File: src/rtl/inference_sequencer_if.sv
// AXI4-Lite bundle between the inference sequencer and the chip-control slave.
interface inference_sequencer_if;
    logic [31:0] aw_addr;
    logic [2:0]  aw_prot;
    logic        aw_valid;
    logic        aw_ready;
    logic [31:0] w_data;
    logic [3:0]  w_strb;
    logic        w_valid;
    logic        w_ready;
    logic [1:0]  b_resp;
    logic        b_valid;
    logic        b_ready;
    logic [31:0] ar_addr;
    logic [2:0]  ar_prot;
    logic        ar_valid;
    logic        ar_ready;
    logic [31:0] r_data;
    logic [1:0]  r_resp;
    logic        r_valid;
    logic        r_ready;

    modport Master (
        output aw_addr, aw_prot, aw_valid, input aw_ready,
        output w_data, w_strb, w_valid, input w_ready,
        input b_resp, b_valid, output b_ready,
        output ar_addr, ar_prot, ar_valid, input ar_ready,
        input r_data, r_resp, r_valid, output r_ready
    );

    modport Slave (
        input aw_addr, aw_prot, aw_valid, output aw_ready,
        input w_data, w_strb, w_valid, output w_ready,
        output b_resp, b_valid, input b_ready,
        input ar_addr, ar_prot, ar_valid, output ar_ready,
        output r_data, r_resp, r_valid, input r_ready
    );
endinterface

File: src/rtl/inference_sequencer.sv
// Drives one inference on the chip-control slave: writes four observations and the mode,
// reads the result register once (log) or N_DRAWS times (stochastic), accumulates and reports argmax.
module inference_sequencer #(
    parameter int unsigned N_DRAWS   = 16,
    parameter logic [31:0] BASE_ADDR = 32'h0,
    parameter int unsigned TIMEOUT   = 4096
) (
    input  logic                   clk,
    input  logic                   rst,
    input  logic                   obs_valid,
    output logic                   obs_ready,
    input  logic [35:0]            obs_data,
    input  logic                   obs_log,
    output logic                   res_valid,
    input  logic                   res_ready,
    output logic [1:0]             res_class,
    output logic [63:0]            res_score,
    output logic                   res_err,
    inference_sequencer_if.Master  axi_port
);
    localparam logic [2:0] IDLE    = 3'd0;
    localparam logic [2:0] WR_OBS  = 3'd1;
    localparam logic [2:0] WR_MODE = 3'd2;
    localparam logic [2:0] RD_REQ  = 3'd3;
    localparam logic [2:0] RD_RESP = 3'd4;
    localparam logic [2:0] ACC     = 3'd5;
    localparam logic [2:0] DONE    = 3'd6;

    localparam int TW = (TIMEOUT < 2) ? 1 : $clog2(TIMEOUT);

    logic [2:0]        state_q, state_d;
    logic [35:0]       obs_q, obs_d;
    logic              log_q, log_d;
    logic [3:0][15:0]  acc_q, acc_d;
    logic [7:0]        draws_q, draws_d;
    logic [2:0]        idx_q, idx_d;
    logic              b_phase_q, b_phase_d;
    logic [TW-1:0]     timer_q, timer_d;
    logic [31:0]       rdata_q, rdata_d;
    logic              aw_valid_q, aw_valid_d;
    logic              w_valid_q, w_valid_d;
    logic              b_ready_q, b_ready_d;
    logic              ar_valid_q, ar_valid_d;
    logic              r_ready_q, r_ready_d;
    logic              res_err_q, res_err_d;
    logic              abort;
    logic              timed_out;
    logic [31:0]       w_data_c;

    assign timed_out = (timer_q == TW'(TIMEOUT - 1));

    always_comb begin
        state_d    = state_q;
        obs_d      = obs_q;
        log_d      = log_q;
        acc_d      = acc_q;
        draws_d    = draws_q;
        idx_d      = idx_q;
        b_phase_d  = b_phase_q;
        timer_d    = timer_q;
        rdata_d    = rdata_q;
        aw_valid_d = aw_valid_q;
        w_valid_d  = w_valid_q;
        b_ready_d  = b_ready_q;
        ar_valid_d = ar_valid_q;
        r_ready_d  = r_ready_q;
        res_err_d  = res_err_q;
        abort      = 1'b0;

        case (state_q)
            IDLE: begin
                if (obs_valid) begin
                    state_d    = WR_OBS;
                    obs_d      = obs_data;
                    log_d      = obs_log;
                    acc_d      = '0;
                    draws_d    = '0;
                    idx_d      = '0;
                    b_phase_d  = 1'b0;
                    timer_d    = '0;
                    aw_valid_d = 1'b1;
                    w_valid_d  = 1'b1;
                    b_ready_d  = 1'b1;
                    res_err_d  = 1'b0;
                end
            end
            // Each write is an AW/W phase followed by a B phase; b_ready stays high across both.
            WR_OBS, WR_MODE: begin
                if (!b_phase_q) begin
                    if (axi_port.aw_ready && axi_port.w_ready) begin
                        aw_valid_d = 1'b0;
                        w_valid_d  = 1'b0;
                        b_phase_d  = 1'b1;
                        timer_d    = '0;
                    end else if (timed_out) begin
                        abort = 1'b1;
                    end else begin
                        timer_d = timer_q + 1'b1;
                    end
                end else if (axi_port.b_valid) begin
                    if (axi_port.b_resp != 2'b00) begin
                        abort = 1'b1;
                    end else begin
                        timer_d   = '0;
                        b_phase_d = 1'b0;
                        if (idx_q == 3'd4) begin
                            b_ready_d  = 1'b0;
                            ar_valid_d = 1'b1;
                            state_d    = RD_REQ;
                        end else begin
                            idx_d      = idx_q + 3'd1;
                            aw_valid_d = 1'b1;
                            w_valid_d  = 1'b1;
                            state_d    = (idx_q == 3'd3) ? WR_MODE : WR_OBS;
                        end
                    end
                end else if (timed_out) begin
                    abort = 1'b1;
                end else begin
                    timer_d = timer_q + 1'b1;
                end
            end
            RD_REQ: begin
                if (axi_port.ar_ready) begin
                    ar_valid_d = 1'b0;
                    r_ready_d  = 1'b1;
                    timer_d    = '0;
                    state_d    = RD_RESP;
                end else if (timed_out) begin
                    abort = 1'b1;
                end else begin
                    timer_d = timer_q + 1'b1;
                end
            end
            RD_RESP: begin
                if (axi_port.r_valid) begin
                    r_ready_d = 1'b0;
                    if (axi_port.r_resp != 2'b00) begin
                        abort = 1'b1;
                    end else begin
                        rdata_d = axi_port.r_data;
                        state_d = ACC;
                    end
                end else if (timed_out) begin
                    abort = 1'b1;
                end else begin
                    timer_d = timer_q + 1'b1;
                end
            end
            ACC: begin
                for (int k = 0; k < 4; k++) begin
                    acc_d[k] = acc_q[k] + {8'h00, rdata_q[8*k +: 8]};
                end
                draws_d = draws_q + 8'd1;
                if ((({1'b0, draws_q} + 9'd1) < 9'(N_DRAWS)) && !log_q) begin
                    ar_valid_d = 1'b1;
                    timer_d    = '0;
                    state_d    = RD_REQ;
                end else begin
                    state_d = DONE;
                end
            end
            DONE: begin
                if (res_ready) begin
                    res_err_d = 1'b0;
                    state_d   = IDLE;
                end
            end
            default: state_d = IDLE;
        endcase

        // A bad response or a stalled handshake drops every request and reports what was accumulated.
        if (abort) begin
            aw_valid_d = 1'b0;
            w_valid_d  = 1'b0;
            b_ready_d  = 1'b0;
            ar_valid_d = 1'b0;
            r_ready_d  = 1'b0;
            timer_d    = '0;
            res_err_d  = 1'b1;
            state_d    = DONE;
        end
    end

    always_ff @(posedge clk) begin
        if (rst) begin
            state_q    <= IDLE;
            obs_q      <= '0;
            log_q      <= 1'b0;
            acc_q      <= '0;
            draws_q    <= '0;
            idx_q      <= '0;
            b_phase_q  <= 1'b0;
            timer_q    <= '0;
            rdata_q    <= '0;
            aw_valid_q <= 1'b0;
            w_valid_q  <= 1'b0;
            b_ready_q  <= 1'b0;
            ar_valid_q <= 1'b0;
            r_ready_q  <= 1'b0;
            res_err_q  <= 1'b0;
        end else begin
            state_q    <= state_d;
            obs_q      <= obs_d;
            log_q      <= log_d;
            acc_q      <= acc_d;
            draws_q    <= draws_d;
            idx_q      <= idx_d;
            b_phase_q  <= b_phase_d;
            timer_q    <= timer_d;
            rdata_q    <= rdata_d;
            aw_valid_q <= aw_valid_d;
            w_valid_q  <= w_valid_d;
            b_ready_q  <= b_ready_d;
            ar_valid_q <= ar_valid_d;
            r_ready_q  <= r_ready_d;
            res_err_q  <= res_err_d;
        end
    end

    // Write index 4 is the mode register, which sits right after the four observation registers.
    always_comb begin
        w_data_c = {31'b0, log_q};
        if (idx_q != 3'd4) begin
            w_data_c = {23'b0, obs_q[9*idx_q[1:0] +: 9]};
        end
    end

    always_comb begin
        res_class = 2'd0;
        for (int k = 1; k < 4; k++) begin
            if (acc_q[k] > acc_q[res_class]) begin
                res_class = 2'(k);
            end
        end
    end

    assign obs_ready = (state_q == IDLE) && !rst;
    assign res_valid = (state_q == DONE);
    assign res_err   = res_err_q;
    assign res_score = acc_q;

    assign axi_port.aw_addr  = BASE_ADDR + 32'h0000_200C + {27'b0, idx_q, 2'b00};
    assign axi_port.aw_prot  = 3'b000;
    assign axi_port.aw_valid = aw_valid_q;
    assign axi_port.w_data   = w_data_c;
    assign axi_port.w_strb   = 4'hF;
    assign axi_port.w_valid  = w_valid_q;
    assign axi_port.b_ready  = b_ready_q;
    assign axi_port.ar_addr  = BASE_ADDR + 32'h0000_2000;
    assign axi_port.ar_prot  = 3'b000;
    assign axi_port.ar_valid = ar_valid_q;
    assign axi_port.r_ready  = r_ready_q;
endmodule

File: src/flat_wrapper.sv
// flat-port wrapper written by rule: the top's interface ports become plain ports
module inference_sequencer_flat 
#(
    parameter int unsigned N_DRAWS   = 16,
    parameter logic [31:0] BASE_ADDR = 32'h0,
    parameter int unsigned TIMEOUT   = 4096
)
  (clk, rst, obs_valid, obs_ready, obs_data, obs_log, res_valid, res_ready, res_class, res_score, res_err, axi_port_aw_addr, axi_port_aw_prot, axi_port_aw_valid, axi_port_aw_ready, axi_port_w_data, axi_port_w_strb, axi_port_w_valid, axi_port_w_ready, axi_port_b_resp, axi_port_b_valid, axi_port_b_ready, axi_port_ar_addr, axi_port_ar_prot, axi_port_ar_valid, axi_port_ar_ready, axi_port_r_data, axi_port_r_resp, axi_port_r_valid, axi_port_r_ready);
  inference_sequencer_if axi_port_i ();
  input  logic clk;
  input  logic rst;
  input  logic obs_valid;
  output logic obs_ready;
  input  logic [35:0] obs_data;
  input  logic obs_log;
  output logic res_valid;
  input  logic res_ready;
  output logic [1:0] res_class;
  output logic [63:0] res_score;
  output logic res_err;
  output wire logic [$bits(axi_port_i.aw_addr)-1:0] axi_port_aw_addr;
  output wire logic [$bits(axi_port_i.aw_prot)-1:0] axi_port_aw_prot;
  output wire logic [$bits(axi_port_i.aw_valid)-1:0] axi_port_aw_valid;
  input wire logic [$bits(axi_port_i.aw_ready)-1:0] axi_port_aw_ready;
  output wire logic [$bits(axi_port_i.w_data)-1:0] axi_port_w_data;
  output wire logic [$bits(axi_port_i.w_strb)-1:0] axi_port_w_strb;
  output wire logic [$bits(axi_port_i.w_valid)-1:0] axi_port_w_valid;
  input wire logic [$bits(axi_port_i.w_ready)-1:0] axi_port_w_ready;
  input wire logic [$bits(axi_port_i.b_resp)-1:0] axi_port_b_resp;
  input wire logic [$bits(axi_port_i.b_valid)-1:0] axi_port_b_valid;
  output wire logic [$bits(axi_port_i.b_ready)-1:0] axi_port_b_ready;
  output wire logic [$bits(axi_port_i.ar_addr)-1:0] axi_port_ar_addr;
  output wire logic [$bits(axi_port_i.ar_prot)-1:0] axi_port_ar_prot;
  output wire logic [$bits(axi_port_i.ar_valid)-1:0] axi_port_ar_valid;
  input wire logic [$bits(axi_port_i.ar_ready)-1:0] axi_port_ar_ready;
  input wire logic [$bits(axi_port_i.r_data)-1:0] axi_port_r_data;
  input wire logic [$bits(axi_port_i.r_resp)-1:0] axi_port_r_resp;
  input wire logic [$bits(axi_port_i.r_valid)-1:0] axi_port_r_valid;
  output wire logic [$bits(axi_port_i.r_ready)-1:0] axi_port_r_ready;
  assign axi_port_aw_addr = axi_port_i.aw_addr;
  assign axi_port_aw_prot = axi_port_i.aw_prot;
  assign axi_port_aw_valid = axi_port_i.aw_valid;
  assign axi_port_i.aw_ready = axi_port_aw_ready;
  assign axi_port_w_data = axi_port_i.w_data;
  assign axi_port_w_strb = axi_port_i.w_strb;
  assign axi_port_w_valid = axi_port_i.w_valid;
  assign axi_port_i.w_ready = axi_port_w_ready;
  assign axi_port_i.b_resp = axi_port_b_resp;
  assign axi_port_i.b_valid = axi_port_b_valid;
  assign axi_port_b_ready = axi_port_i.b_ready;
  assign axi_port_ar_addr = axi_port_i.ar_addr;
  assign axi_port_ar_prot = axi_port_i.ar_prot;
  assign axi_port_ar_valid = axi_port_i.ar_valid;
  assign axi_port_i.ar_ready = axi_port_ar_ready;
  assign axi_port_i.r_data = axi_port_r_data;
  assign axi_port_i.r_resp = axi_port_r_resp;
  assign axi_port_i.r_valid = axi_port_r_valid;
  assign axi_port_r_ready = axi_port_i.r_ready;
  inference_sequencer #(.N_DRAWS(N_DRAWS), .BASE_ADDR(BASE_ADDR), .TIMEOUT(TIMEOUT)) u_core (.clk(clk), .rst(rst), .obs_valid(obs_valid), .obs_ready(obs_ready), .obs_data(obs_data), .obs_log(obs_log), .res_valid(res_valid), .res_ready(res_ready), .res_class(res_class), .res_score(res_score), .res_err(res_err), .axi_port(axi_port_i));
endmodule
File: config.mk
export PLATFORM = sky130hd
export DESIGN_NAME = inference_sequencer_flat
export DESIGN_NICKNAME = d
export VERILOG_FILES = /design/src/rtl/inference_sequencer_if.sv /design/src/rtl/inference_sequencer.sv /design/src/flat_wrapper.sv
export SDC_FILE = /design/constraint.sdc
export NUM_CORES = 1
export LEC_CHECK = 0
export ABC_CLOCK_PERIOD_IN_PS = 6780
export CAP_MARGIN = 20
export CORE_ASPECT_RATIO = 1.25
export CORE_MARGIN = 2
export CORE_UTILIZATION = 50
export CTS_BUF_LIST = sky130_fd_sc_hd__clkbuf_16
export DETAILED_ROUTE_END_ITERATION = 16
export PLACE_DENSITY = 0.92
export SLEW_MARGIN = 20
export SYNTH_ARGS = -nofsm -noshare
export SYNTH_HDL_FRONTEND = slang
export SYNTH_SLANG_ARGS = --single-unit
File: constraint.sdc
create_clock -name clk -period 6.78 [get_ports clk]
set_input_delay 0.678 -clock clk [delete_from_list [all_inputs] [get_ports clk]]
set_output_delay 0.678 -clock clk [all_outputs]
set_load 0.005 [all_outputs]
==> flow_metrics.py, run 1 <==
metrics = {
    "status": {
        "outcome": "complete, no violations",
    },
    "clock_tree": {
        "hold_buffers": 0,
        "worst_setup_hold_path_clk_slew_ps": 70,
        "clk-insertion-delay-late_ps": 450,
        "clockRootBuffer": "clkbuf_16",
        "htree_num_levels": 4,
        "cts_tree": "done",
        "cts.sinks": 165,
        "tritoncts.num_buffers": 17,
        "clk_path_buf_depth": 2,
    },
    "placement": {
        "placement.cell_area_mm2": 0.01232,
        "detailed_place_hpwl_um": 21330,
        "dp_slack_ps": 163.6,
        "place_congestion": 0.8783,
        "io_buffers": 168,
    },
    "synthesis": {
        "total_of_warnings_raised_by_yosys": 0,
        "ys_seq_elements": 165,
        "synth_edf_count": 0,
        "mappedNetlistArea_mm2": 0.01078,
        "post_synth_inst_count": 1339,
        "synth.yosys.seq_area_share_pct": 30.63,
        "synth.lib_cells_used.distinct": 74,
        "synth.avg_cell_area_um2": 8.053,
        "synth_top_flop_cell": "dfxtp_1",
        "async_reset_ff_share_pct": 0,
    },
    "power": {
        "combinationalPowerShare_pct": 9.9,
        "power.net_switching_uw": 609.7,
        "power.share.switching_pct": 27.29,
        "vdd_ir_drop_max_v": 0.0001901,
        "power_density_mw_per_mm2": 170.9,
        "power_leakage_nw": 5.229,
        "clock_power_share_pct": 44.9,
        "power.internal_mw": 1.625,
        "seqPwrFrac_pct": 45.2,
    },
    "sta": {
        "max_slew_margin_pct": 27.09,
        "finalWorstSetupSlack_ps": 406.1,
        "fmax_mhz": 156.9,
        "finalCritPeriodShare_pct": 94.01,
        "finalSetupViolCount": 0,
        "hold_slack_ps": 447.8,
        "final_period_minus_worst_setup_slack_ps": 6374,
        "tightest_slew_ps": 1084,
        "hold_viol": 0,
        "timing.setup.tns_ps": 0,
        "final.setup_skew_ps": 14.66,
        "grt_setup_unrepaired": "no",
        "final-max-slew-violation-count": 0,
    },
    "routing": {
        "wl_per_cell_um": 16.71,
        "route.vias.total": 10080,
        "routed_via_density": 5.673,
        "drt.antenna.violating_nets": 0,
        "post-route-drc-count": 0,
        "drtIter0Drc": 770,
        "detail_route.first_pass.iterations": 6,
        "detail_route.wirelength_um": 29690,
    },
    "floorplan": {
        "die-area_mm2": 0.02276,
        "start_util_pct": 50.58,
        "design.core.area_mm2": 0.02132,
        "chipWidth_um": 135.4,
        "chipHeight_um": 168.2,
        "fp-row-count": 60,
        "num_io_pins": 262,
    },
    "grt": {
        "grt_use_total_pct": 25.72,
        "grt_pass1_vias": 9750,
        "pin_count_of_the_biggest_net_entering_global_routing": 78,
        "overflow": 0,
        "number_of_antenna_violations_at_the_first_check_in_global_routing": 0,
        "wire_length_of_the_first_global_routing_pass_um": 47470,
    },
    "setup_path": {
        "worst_ep_arrival_time_ps": 5700,
        "crit_path_start_kind": "flop",
        "timing.reg2reg.worst_path_depth": 7,
        "critical_path.max_fanout": 8,
        "timing.setup.critical_path_class": "flop to output port",
        "timing.critical_path.required_ps": 6100,
        "critical_path_depth": 25,
        "cp_top_family": "compound AO/OA/AOI/OAI gates",
        "cp.buffers_inverters": 3,
        "crit_slowest_cell": "mux2_2",
        "cp-end-kind": "output port",
        "max_stage_delay_ps": 390,
    },
    "flow_run": {
        "cap_viol_max_count": 0,
    },
    "layout": {
        "layout.cell_area.non_filler_mm2": 0.01308,
        "drive_above_1_share_pct": 9.413,
        "nNetsFinal": 1657,
        "final_common_cell": "nand2_1",
        "area.growth.synth_to_final_pct": 21.26,
        "nFillCells": 1789,
        "final_cell_mix": "208 x nand2_1, 165 x clkdlybuf4s50_1, 157 x dfxtp_1",
        "seq_area_mm2": 0.003313,
        "antenna_cells": 0,
        "multi_input_area_mm2": 0.006729,
    },
    "worst_hold_path": {
        "hp_class": "flop to flop",
        "whs_path_depth": 2,
    },
}
[sequential cells by signal (all words and copies together) (netlist names)]
register / cells
u_core.log_q: 1
u_core.axi_port.ar_valid: 1
u_core.idx_q: 3
u_core.rdata_q: 32
u_core.res_score: 64
u_core.timer_q: 12
u_core.draws_q: 8
u_core.axi_port.b_ready: 1
u_core.res_err: 1
u_core.b_phase_q: 1
u_core.axi_port.r_ready: 1
u_core.axi_port.aw_valid: 1
u_core.state_q: 3
u_core.obs_q: 36
[final timing paths]
kind	start	endpoint	slack [ps]
max	u_core.res_score[11]	res_class[0]	410
min	u_core.axi_port.ar_valid	u_core.axi_port.ar_valid	450
max reg2reg	u_core.state_q[1]	u_core.timer_q[7]	3510
min reg2reg	u_core.axi_port.ar_valid	u_core.axi_port.ar_valid	450
[timing repair]
item,CTS,global route
setup endpoints to repair,2,2
endpoints found under the hold margin,0,0
cloned,0,1
buffers inserted,3,2
pin swaps,1,5
gates resized for setup,5,18
[final cells by class]
cell class	instances	share of cell area [%]
Clock buffer	17	3.254
Clock inverter	15	1.378
Inverter	51	1.464
Multi-Input combinational cell	1059	51.46
Sequential cell	165	25.34
Tap cell	279	2.670
Timing Repair Buffer	191	14.43
[cell usage after synthesis (4+ instances only)]
master	number	share of area, %
dfxtp_1	165	31
mux4_2	9	1.9
xor2_1	21	1.7
a211o_1	4	0.32
a31oi_1	10	0.58
nor3b_1	6	0.42
and3_1	8	0.46
a21oi_1	156	7.2
nand4b_1	4	0.32
nand4_1	20	1.2
and2_1	11	0.64
a21o_1	16	1.1
nor2_1	78	2.7
buf_4	96	6.7
o211ai_1	5	0.35
fa_1	4	0.74
nand3_1	49	2.3
nor4_1	10	0.58
buf_2	11	0.51
nor3_2	4	0.37
or3_1	4	0.23
mux2_2	32	3.3
nand2b_1	9	0.52
xnor2_1	11	0.89
or2_2	5	0.29
clkbuf_1	36	1.3
nand2_1	209	7.3
inv_1	51	1.8
buf_1	9	0.31
o21a_1	10	0.70
nor2b_1	13	0.75
and4_1	6	0.49
nor3_1	37	1.7
o21ai_0	47	2.2
a31o_2	4	0.32
mux2i_1	17	1.6
a2111oi_0	5	0.41
ha_1	86	10
o21bai_1	7	0.49
o31ai_1	8	0.56
[logic make-up after synthesis]
logic type | after synthesis | synth area share [%]
compound gates | 299 | 16.91
xor+xnor | 33 | 2.750
fa+ha+maj | 90 | 10.72
buf+inv | 206 | 10.85
flops | 165 | 30.63
mux | 58 | 6.800
other cells | 2 | 0.06965
simple gates | 486 | 21.27
[metrics by stage]
step                      utilization, %  cells  power, mW
after floorplan                        -   1430      1.192
after global placement             57.78   1739      1.244
after detailed placement           57.78   1739      1.250
after CTS                          60.90   1774      2.237
after global routing               61.33   1777      2.306
final                              61.33   1777      2.234
[power groups by stage]
| stage | Clock, mW | Combinational, mW | Sequential [mW] |
|---|---|---|---|
| floorplan | 0 | 0.171 | 1.02 |
| global placement | 0 | 0.213 | 1.03 |
| detailed placement | 0 | 0.218 | 1.03 |
| CTS | 1.01 | 0.219 | 1.01 |
| global route | 1.05 | 0.243 | 1.01 |
| finish | 1.00 | 0.220 | 1.01 |
[worst min-delay path: stages, from the launching register on]
cell	delay [ps]
dfxtp_1	310
inv_1	50
a21oi_1	50
[routing by layer]
layer	vias to the layer above	wire [µm]	track usage (%)
met3	95	2025	5.089
met4	0	1407	12.95
met1	4716	11460	29.30
met2	458	14800	45.42
met5	-	0	0
li1	4812	-	-
(Power assumes the default switching activity.)
==> run 2: changes to the inputs <==
--- a/config.mk
+++ b/config.mk
@@ -8,7 +8,7 @@
 export ABC_CLOCK_PERIOD_IN_PS = 6780
 export CAP_MARGIN = 20
 export CORE_ASPECT_RATIO = 1.25
-export CORE_MARGIN = 2
+export CORE_MARGIN = 10
 export CORE_UTILIZATION = 50
 export CTS_BUF_LIST = sky130_fd_sc_hd__clkbuf_16
 export DETAILED_ROUTE_END_ITERATION = 16
==> run 2 against run 1 <==
Maximum frequency is 3.8% lower. Cell count is 0.73% higher. Power is 1.4% lower. Worst setup slack worse by 250 ps. Clock power hardly changed. Wire length is 10% higher. Core utilization is 0.41 points higher. Combinational power hardly changed. Flip-flop and latch count stayed put. Cell area is 1.0% higher. Register-to-register slack worse by 120 ps. Sequential share of layout area is 0.20 points lower. Highest routed layer unchanged.
==> flow_metrics.py, run 2 (synthesis results as in run 1) <==
metrics = {
    "status": {
        "outcome": "complete, no violations",
    },
    "layout": {
        "seq_area_mm2": 0.003321,
        "final_common_cell": "nand2_1",
        "antenna_cells": 0,
        "largest_register_ffs": 64,
        "area.growth.synth_to_final_pct": 22.50,
        "nFillCells": 1775,
        "layout.cell_area.non_filler_mm2": 0.01321,
        "final_core_util_pct": 61.74,
        "drive_above_1_share_pct": 10.52,
        "final_cell_mix": "208 x nand2_1, 165 x clkdlybuf4s50_1, 156 x a21oi_1",
        "nNetsFinal": 1670,
        "multi_input_area_mm2": 0.006751,
    },
    "worst_hold_path": {
        "hold_path_startpoint": "u_core.obs_q[20]",
        "hp_class": "flop to flop",
    },
    "routing": {
        "detail_route.first_pass.iterations": 5,
        "routed_via_density": 5.734,
        "detail_route.wirelength_um": 32750,
        "post-route-drc-count": 0,
        "route.vias.total": 10260,
        "drtIter0Drc": 781,
        "wl_per_cell_um": 18.29,
        "drt.antenna.violating_nets": 0,
    },
    "sta": {
        "finalCritPeriodShare_pct": 97.68,
        "fmax_mhz": 151.0,
        "timing.setup.tns_ps": 0,
        "tightest_slew_ps": 1117,
        "final.setup_skew_ps": 7.681,
        "final_period_minus_worst_setup_slack_ps": 6623,
        "final-max-slew-violation-count": 0,
        "max_slew_margin_pct": 25.52,
        "finalSetupViolCount": 0,
        "hold_viol": 0,
        "hold_slack_ps": 455.6,
    },
    "placement": {
        "placement.cell_area_mm2": 0.01238,
        "io_buffers": 168,
        "detailed_place_hpwl_um": 23590,
        "place_congestion": 0.9636,
    },
    "grt": {
        "pin_count_of_the_biggest_net_entering_global_routing": 81,
        "grt_pass1_vias": 9954,
        "grt_use_total_pct": 22.20,
        "wire_length_of_the_first_global_routing_pass_um": 50400,
        "number_of_antenna_violations_at_the_first_check_in_global_routing": 0,
        "overflow": 0,
    },
    "setup_path": {
        "path_common_cell": "ha_1",
        "crit_slowest_cell": "or4_4",
        "cp-end-kind": "output port",
        "timing.setup.critical_path_class": "flop to output port",
        "crit_path_start_kind": "flop",
        "crit_path_start": "u_core.res_score[15]",
        "r2r-start": "u_core.state_q[2]",
        "critical_path.max_fanout": 5,
        "max_stage_delay_ps": 530,
        "worst_ep_arrival_time_ps": 5940,
        "timing.critical_path.required_ps": 6100,
    },
    "floorplan": {
        "die-area_mm2": 0.02788,
        "num_io_pins": 262,
        "chipWidth_um": 151.4,
        "fp-row-count": 60,
        "design.core.area_mm2": 0.02140,
        "start_util_pct": 50.40,
        "chipHeight_um": 184.2,
    },
    "flow_run": {
        "cap_viol_max_count": 0,
    },
    "clock_tree": {
        "cts_tree": "done",
        "htree_num_levels": 4,
        "worst_setup_hold_path_clk_slew_ps": 70,
        "clk_path_buf_depth": 2,
        "tritoncts.num_buffers": 17,
        "clockRootBuffer": "clkbuf_16",
        "clk-insertion-delay-late_ps": 430,
        "cts.sinks": 165,
    },
    "power": {
        "power.net_switching_uw": 616.4,
        "power_leakage_nw": 5.283,
        "power.share.switching_pct": 27.97,
        "vdd_ir_drop_max_v": 0.0002312,
        "power_density_mw_per_mm2": 166.8,
        "combinationalPowerShare_pct": 10.1,
        "power.total_mw": 2.203,
        "clock_power_share_pct": 44.1,
        "power.internal_mw": 1.587,
        "seqPwrFrac_pct": 45.8,
    },
}
## run 2: cell types whose count changed in the layout (fill, tap and decap cells not counted), sizes merged
cell / change
buf: +13
clkinvlp: +2
inv: -2
bufinv: -1
clkinv: +1
## run 2: layer usage
| metal | vias up | track usage [%] | part of all wire, % |
|---|---|---|---|
| met4 | 0 | 11.65 | 4.9 |
| li1 | 4859 | - | - |
| met5 | - | 0 | 0 |
| met3 | 112 | 5.521 | 8.5 |
| met2 | 484 | 38.42 | 49 |
| met1 | 4809 | 24.32 | 37 |
## run 2: area by class of cell
type | count | area share (%)
multi-input combinational | 1059 | 51.11
sequential | 165 | 25.14
timing repair buffer | 204 | 15.17
clock buffer | 17 | 3.221
tap | 279 | 2.643
inverter | 51 | 1.449
clock inverter | 15 | 1.260
## run 2: metrics by stage
stage	worst slack [ps]	cells
after detailed placement	-21.19	1747
after global routing	-91.98	1790
after floorplan	1064	1430
after CTS	7.295	1785
final	157.3	1790
after global placement	192.0	1747
## run 2: power groups by stage
stage	sequential [mW]	clock [mW]	combinational [mW]
finish	1.01	0.971	0.223
global route	1.01	1.02	0.244
CTS	1.01	0.978	0.219
detailed placement	1.03	0	0.218
global placement	1.03	0	0.213
floorplan	1.02	0	0.171
## run 2: timing repair
item	in CTS	in global routing
resized for setup	9	29
hold buffers	0	0
gates cloned	0	1
setup buffers	6	4
pin swaps	2	10
endpoints found under the setup margin	2	2
## run 2: path summary, 6_finish.rpt
path	endpoint	slack [ps]	cells past startpoint
worst max-delay path	res_class[0]	160	25
worst min-delay path	u_core.obs_q[20]	460	2
worst max register to register	u_core.res_score[14]	3390	7
worst min register to register	u_core.obs_q[20]	460	2
## run 2: worst max-delay path, delay by kind of cell, from the launching register on
kind / cells / cell delay, ps
AOI/OAI and AO/OA: 10 / 1840
adders and majority gates: 3 / 800
and+or+nand+nor: 5 / 1090
muxes: 2 / 680
DFF: 1 / 380
buffers and inverters: 5 / 730
